File: src/rtl/ctrl_pkg.sv
// Shared encodings for the control sequencer: FSM states, opcodes,
// ALU function codes and datapath select values.
package ctrl_pkg;

  typedef enum logic [2:0] {
    IDLE, FETCH, DECODE, EXEC, MEM, HALT, TRAP
  } state_t;

  localparam logic [3:0] OP_NOP   = 4'h0;
  localparam logic [3:0] OP_LOAD  = 4'h1;
  localparam logic [3:0] OP_STORE = 4'h2;
  localparam logic [3:0] OP_ADD   = 4'h3;
  localparam logic [3:0] OP_SUB   = 4'h4;
  localparam logic [3:0] OP_AND   = 4'h5;
  localparam logic [3:0] OP_OR    = 4'h6;
  localparam logic [3:0] OP_XOR   = 4'h7;
  localparam logic [3:0] OP_MOV   = 4'h8;
  localparam logic [3:0] OP_JMP   = 4'h9;
  localparam logic [3:0] OP_JZ    = 4'hA;
  localparam logic [3:0] OP_HALT  = 4'hC;

  localparam logic [2:0] ALU_ADD = 3'd0;
  localparam logic [2:0] ALU_SUB = 3'd1;
  localparam logic [2:0] ALU_AND = 3'd2;
  localparam logic [2:0] ALU_OR  = 3'd3;
  localparam logic [2:0] ALU_XOR = 3'd4;
  localparam logic [2:0] ALU_MOV = 3'd5;

  localparam logic ADDR_PC   = 1'b0;
  localparam logic ADDR_OPND = 1'b1;
  localparam logic WSEL_ALU  = 1'b0;
  localparam logic WSEL_MEM  = 1'b1;

  function automatic logic is_alu_op(input logic [3:0] op);
    return (op >= OP_ADD) && (op <= OP_MOV);
  endfunction

endpackage

File: src/rtl/control_sequencer_wait_timer.sv
// Memory wait timer: counts cycles spent waiting on mem_ack and flags the
// cycle in which one more unacknowledged cycle would hit MEM_TIMEOUT.
module wait_timer #(
  parameter int MEM_TIMEOUT = 15
) (
  input  logic clock,
  input  logic reset,
  input  logic clear,
  input  logic enable,
  output logic expired
);
  localparam int W = $clog2(MEM_TIMEOUT + 1);

  logic [W-1:0] count;

  always_ff @(posedge clock) begin
    if (reset || clear) count <= '0;
    else if (enable)    count <= count + W'(1);
  end

  // The caller qualifies this with !mem_ack so an ack in this cycle still wins.
  assign expired = (count == W'(MEM_TIMEOUT - 1));

endmodule

File: src/rtl/control_sequencer.sv
// Fetch/decode/execute controller for the 16-bit microcontroller core.
// One instruction in flight; outputs are decoded from state and inputs.
module control_sequencer
  import ctrl_pkg::*;
#(
  parameter int MEM_TIMEOUT = 15,
  parameter int CNT_W       = 16
) (
  input  logic             clock,
  input  logic             reset,
  input  logic             start,
  input  logic [3:0]       opcode,
  input  logic             zero_flag,
  input  logic             mem_ack,
  output logic             ir_load,
  output logic             pc_inc,
  output logic             pc_load,
  output logic             mem_req,
  output logic             mem_we,
  output logic             addr_sel,
  output logic [2:0]       alu_op,
  output logic             rf_we,
  output logic             rf_wsel,
  output logic             halted,
  output logic             trap,
  output logic             bus_err,
  output logic [CNT_W-1:0] retired
);

  state_t state, next_state;
  logic   retire_now, bus_fault, expired, waiting;

  // Timer runs only while a bus request is outstanding and unacknowledged.
  assign waiting = (state == FETCH || state == MEM) && !mem_ack;

  wait_timer #(.MEM_TIMEOUT(MEM_TIMEOUT)) u_wait_timer (
    .clock   (clock),
    .reset   (reset),
    .clear   (!waiting),
    .enable  (waiting),
    .expired (expired)
  );

  always_ff @(posedge clock) begin
    if (reset) begin
      state   <= IDLE;
      retired <= '0;
      trap    <= 1'b0;
      bus_err <= 1'b0;
    end else begin
      state <= next_state;
      if (retire_now)          retired <= retired + CNT_W'(1);
      if (next_state == TRAP)  trap    <= 1'b1;
      if (bus_fault)           bus_err <= 1'b1;
    end
  end

  always_comb begin
    next_state = state;
    retire_now = 1'b0;
    bus_fault  = 1'b0;
    case (state)
      IDLE:  if (start) next_state = FETCH;
      FETCH: begin
        if (mem_ack)      next_state = DECODE;
        else if (expired) begin next_state = TRAP; bus_fault = 1'b1; end
      end
      DECODE: begin
        if (is_alu_op(opcode)) next_state = EXEC;
        else case (opcode)
          OP_NOP, OP_JMP, OP_JZ: begin next_state = FETCH; retire_now = 1'b1; end
          OP_LOAD, OP_STORE:     next_state = MEM;
          OP_HALT:               begin next_state = HALT; retire_now = 1'b1; end
          default:               next_state = TRAP;
        endcase
      end
      EXEC: begin next_state = FETCH; retire_now = 1'b1; end
      MEM: begin
        if (mem_ack)      begin next_state = FETCH; retire_now = 1'b1; end
        else if (expired) begin next_state = TRAP; bus_fault = 1'b1; end
      end
      HALT:    if (start) next_state = FETCH;
      TRAP:    next_state = TRAP;
      default: next_state = IDLE;
    endcase
  end

  always_comb begin
    ir_load  = 1'b0;
    pc_inc   = 1'b0;
    pc_load  = 1'b0;
    mem_req  = 1'b0;
    mem_we   = 1'b0;
    addr_sel = ADDR_PC;
    alu_op   = ALU_ADD;
    rf_we    = 1'b0;
    rf_wsel  = WSEL_ALU;
    halted   = 1'b0;
    case (state)
      FETCH: begin
        mem_req = 1'b1;
        ir_load = mem_ack;
        pc_inc  = mem_ack;
      end
      DECODE: pc_load = (opcode == OP_JMP) || ((opcode == OP_JZ) && zero_flag);
      EXEC: begin
        alu_op = 3'(opcode - OP_ADD);
        rf_we  = 1'b1;
      end
      MEM: begin
        mem_req  = 1'b1;
        addr_sel = ADDR_OPND;
        mem_we   = (opcode == OP_STORE);
        rf_we    = (opcode == OP_LOAD) && mem_ack;
        rf_wsel  = ((opcode == OP_LOAD) && mem_ack) ? WSEL_MEM : WSEL_ALU;
      end
      HALT:    halted = 1'b1;
      default: ;
    endcase
  end

endmodule

File: config.mk
export PLATFORM = sky130hd
export DESIGN_NAME = control_sequencer
export DESIGN_NICKNAME = d
export VERILOG_FILES = /design/src/rtl/ctrl_pkg.sv /design/src/rtl/control_sequencer_wait_timer.sv /design/src/rtl/control_sequencer.sv
export SDC_FILE = /design/constraint.sdc
export NUM_CORES = 1
export LEC_CHECK = 0
export CORE_ASPECT_RATIO = 1.4
export CORE_UTILIZATION = 49
export DETAILED_ROUTE_END_ITERATION = 10
export PLACE_DENSITY = 0.85
export SKIP_CTS_REPAIR_TIMING = 1
export SLEW_MARGIN = 20
export SYNTH_ARGS = -nofsm -noshare
export SYNTH_HDL_FRONTEND = slang
export SYNTH_HIERARCHICAL = 1
export SYNTH_SLANG_ARGS = --single-unit
File: constraint.sdc
create_clock -name clock -period 3 [get_ports clock]
set_clock_uncertainty 0.2 [all_clocks]
set_input_delay 0.45 -clock clock [delete_from_list [all_inputs] [get_ports clock]]
set_output_delay 0.45 -clock clock [all_outputs]
set_load 0.05 [all_outputs]
======== Yosys cells after proc, flatten, opt, wreduce, memory -nomap -nowiden ========
Cells that the tools add are included.
word-level totals
  register bits after elaboration ......... 25
  output and inout port bits .............. 30
  logic and storage cells ................. 63
cells by class
  add/subtract/negate cells ............... 3
  magnitude comparators ................... 2
  eq/ne operators ......................... 13
  muxes and demuxes ....................... 24
  reductions and logical operators ........ 16
operator list
  cell                     number
  $mux W3                  6
  $pmux W3 S6              1
  $add A16 B1 Y16 const B  1
  $eq A4 B4 Y1 const B     4
  $mux W1                  14
  $eq A3 B3 Y1 const B     4
  $pmux W3 S3              1
  $eq A3 B2 Y1 const B     2
  $reduce_or A2 Y1         3
  $add A4 B1 Y4 const B    1
  $eq A4 B1 Y1 const B     1
  $eq A4 B2 Y1 const B     1
  $ge A4 B2 Y1 const B     1
  $le A4 B4 Y1 const B     1
  $logic_and A1 B1 Y1      4
  $logic_not A4 Y1         1
  $reduce_or A4 Y1         1
  $eq A3 B1 Y1 const B     1
  $logic_not A3 Y1         1
  $logic_or A1 B1 Y1       3
  $pmux W1 S3              1
  $reduce_or A3 Y1         1
  $sub A3 B2 Y3 const B    1
  $logic_not A1 Y1         2
  $pmux W1 S2              1

======== Longest topological paths before layout ========
  word-level depth ........................ 6
  mapped depth ............................ 9
  depth with buffers taken out ............ 8

======== By module ========
Netlist, hierarchy kept.
modules (own cells, without submodules)
  module             times used  cells an instance  area each (µm²)
  control_sequencer  1           174                1348.8
  wait_timer         1           20                 197.7

======== Worst setup path after synthesis ========
Ideal clock, no wire load.
  path type ............................... flip-flop to output port
  start point ............................. register state[2]
  end point ............................... output rf_we
  arrival ................................. 2.332 ns
  data required time ...................... 2.350 ns
  path slack .............................. 0.018 ns
  cell stages (with the launch flop) ...... 6
  path through ............................ dfxtp_1 -> buf_6 -> nor3b_2 -> nor3b_1 -> and3_1 -> a21o_1
between the ends
  cells in the longest elaborated chain, start to end .. 2
  elaborated cells on any way between the ends .. 3
RTL lines
  element                                              line                     RTL
  start, declared                                      control_sequencer.sv:30  state_t state, next_state;
  start signal, assigned                               control_sequencer.sv:51  state <= next_state;
  $eq A3 B3 Y1 / $eq A3 B2 Y1 (equally long branches)  control_sequencer.sv:99  case (state)
  $pmux W1 S2 (*)                                      control_sequencer.sv:99
  end, declared                                        control_sequencer.sv:22  output logic rf_we,
Every way passes the cells marked *; elsewhere a longest branch is shown, timed or not.

======== Worst setup path after layout ========
  start point ............................. register state[0]
  end point ............................... output halted
between the ends
  cells in the longest elaborated chain, start to end .. 2
RTL lines
  element        line                     RTL
  $eq A3 B3 Y1   control_sequencer.sv:99
  $mux W1        control_sequencer.sv:99
  end, declared  control_sequencer.sv:24  output logic halted,
No other way between the ends.

==> results.toml <==
[drt]
ant_nets = 0
drt-total-wl_microns = 3480
viasPerCell = 5.80
drcViolationCount = 0
num_vias = 1559
drtIter0Drc = 36
wl_per_cell_microns = 12.9
drt_first_pass_iters = 4

[clock_tree]
clock_latency_ns = 0.27
cts_tree = "done"
clkTransAtPathRegs_ns = 0.08
cts_buffers = 3
h-tree-depth = 1
root_buffer = "clkbuf_8"
clockBufferDepth = 2
cts_num_sinks = 25

[power_and_ir_drop]
p_switching_uw = 197
p_int_uw = 492
swShare = 0.286
clkPwrFrac = 0.281
ir_worst_vdd_mv = 0.304
p_leak_nw = 0.740
seqPwrFrac = 0.504
power.density_nw_per_um2 = 336
power_uw = 689
combPwrFrac = 0.215

[logic_synthesis]
yosys_warnings = 6
async_flop_share = 0
synth_edf_count = 0
synth_top_area_frac = 0.324
ys_ff_latch = 25
yosysMostFrequentCell = "dfxtp_1"
ys_top_cells_by_area = "dfxtp_1, a21oi_1, ha_1"
post_synth_inst_count = 194
yosysSeqAreaShare = 0.324
syn_avg_cell_area_sq_um = 7.97
yosysTopAreaCell = "dfxtp_1"
ys_types = 51
synth_flop_cell = "dfxtp_1"
syn_nets = 210
ys_top_cells_by_count = "dfxtp_1, a21oi_1, nor2_1"
syn-cell-area_sq_um = 1550

[final_layout]
drive_above_1_share = 0.121
antenna_cells = 0
nets = 249
area_delta_synth_final_pct = 32.7

[critical_path]
crit_arrival_ns = 2.01
end_kind = "output port"
cp.required_ns = 2.35
crit_type = "flop to output port"
crit_fanout = 12
reg2reg_depth = 6
cp-start-kind = "flop"

[hold_path]
hold_path_depth = 2
hold_path_class = "flop to flop"

[floorplan]
die_h_microns = 68.5
fp.dieW_microns = 49.5
core_sq_um = 2940
start_util = 0.527
fp-row-count = 23
die-area_sq_um = 3390
ios = 39

[grt]
gr-total-overflow = 0
grt_pass1_vias = 1426
track_usage = 0.227
grt_pass1_wl_microns = 6020
grt_antenna_before_repair = 0
grt_max_degree = 24

[sta]
max-slew-margin-rel = 0.665
fin_ws_ns = 0.336
hold_viol = 0
period_minus_slack_ns = 2.66
tightest_slew_ns = 0.501
finalSetupViolCount = 0
fin_tns_setup_ns = 0
rsz0062_at_grt = "false"
fmaxAchievable_ghz = 0.375
slew_viol_final = 0
fin_crit_sh = 0.888

[placed_design]
dp_hpwl_microns = 2580
pre_cts_ws_ns = 0.137
routabilityCongestion = 0.888
port_buffers = 38

[run]
max_cap_viol_count = 0

[outcome]
outcome = "finished clean"
## final cells by class
type	instances	area (sq um)
Timing Repair Buffer	47	490
Fill cell	249	883
Clock buffer	4	45.0
Multi-Input combinational cell	148	940
Inverter	8	30.0
Sequential cell	25	500
Tap cell	37	46.3
## metal layers
layer | global-route usage | vias up | share of wire
li1 | - | 791 | -
met1 | 0.245 | 722 | 0.44
met2 | 0.438 | 40 | 0.52
met3 | 0.0244 | 6 | 0.031
met4 | 0.114 | 0 | 0.014
met5 | 0 | - | 0
## worst max-delay path, stage by stage (launching register included)
cell and delay [ns]:
dfxtp_1 0.61, inv_2 0.14, nor3_1 0.18, clkdlybuf4s50_1 0.82
## power groups by stage
stage | clock network [mW] | registers [mW] | logic (mW)
2_1_floorplan | 0 | 0.353 | 0.101
3_5_place_dp | 0 | 0.355 | 0.147
6_report | 0.194 | 0.347 | 0.148
4_1_cts | 0.199 | 0.347 | 0.148
3_3_place_gp | 0 | 0.355 | 0.146
5_1_grt | 0.216 | 0.349 | 0.162
## through the flow
step	hold WS, ns	cells	area [sq um]	utilization
global route	0.290	269	2050	0.699
floorplan	0.287	194	1550	-
global placement	0.257	265	2010	0.684
CTS	0.277	269	2050	0.699
detailed placement	0.259	265	2010	0.684
finish	0.273	269	2050	0.699
## cells in the final DEF (no fill, tap or decap), types with 2 or more instances in the layout
master | netlist | final
nor3b_1 | 3 | 3
inv_1 | 7 | 7
nor3_1 | 5 | 5
nand2_1 | 11 | 11
nand4_1 | 7 | 7
clkdlybuf4s50_1 | 0 | 30
nand2b_1 | 2 | 2
nor4_1 | 2 | 2
nand3_1 | 5 | 5
a31oi_1 | 3 | 3
nor2b_1 | 2 | 2
and3_1 | 7 | 7
buf_12 | 0 | 5
nor2_1 | 16 | 16
buf_4 | 2 | 12
ha_1 | 7 | 7
dfxtp_1 | 25 | 25
or3_1 | 11 | 11
xnor2_1 | 2 | 2
clkbuf_8 | 0 | 3
nand3b_1 | 2 | 2
o21ai_0 | 13 | 13
o31ai_1 | 3 | 3
xor2_1 | 2 | 2
a21oi_1 | 19 | 19
or4_1 | 3 | 3
## sequential cells by signal (all words and copies together), names as in the netlist
signal	count
retired	16
u_wait_timer/count	4
state	3
bus_err	1
trap	1
## final timing paths
| kind | start | endpoint | slack [ns] |
|---|---|---|---|
| setup reg to reg | state[2]$_SDFF_PP0_ | retired[10]$_SDFFE_PP0P_ | 0.89 |
| hold reg to reg | trap$_SDFFE_PP0N_ | trap$_SDFFE_PP0N_ | 0.27 |
| hold / removal | trap$_SDFFE_PP0N_ | trap$_SDFFE_PP0N_ | 0.27 |
| setup / recovery | state[0]$_SDFF_PP0_ | halted | 0.34 |
## logic make-up (layout without fill, tap and decap cells)
family,Yosys count,in the layout,share of synthesized area
and+or+nand+nor,83,83,0.303
AOI/OAI and AO/OA,51,51,0.205
DFF,25,25,0.324
buffers and inverters,21,59,0.0688
adders and majority gates,7,7,0.0566
xor gates and xnor gates,4,4,0.0227
muxes,3,3,0.0210
Power figures use the tool's default switching activity.
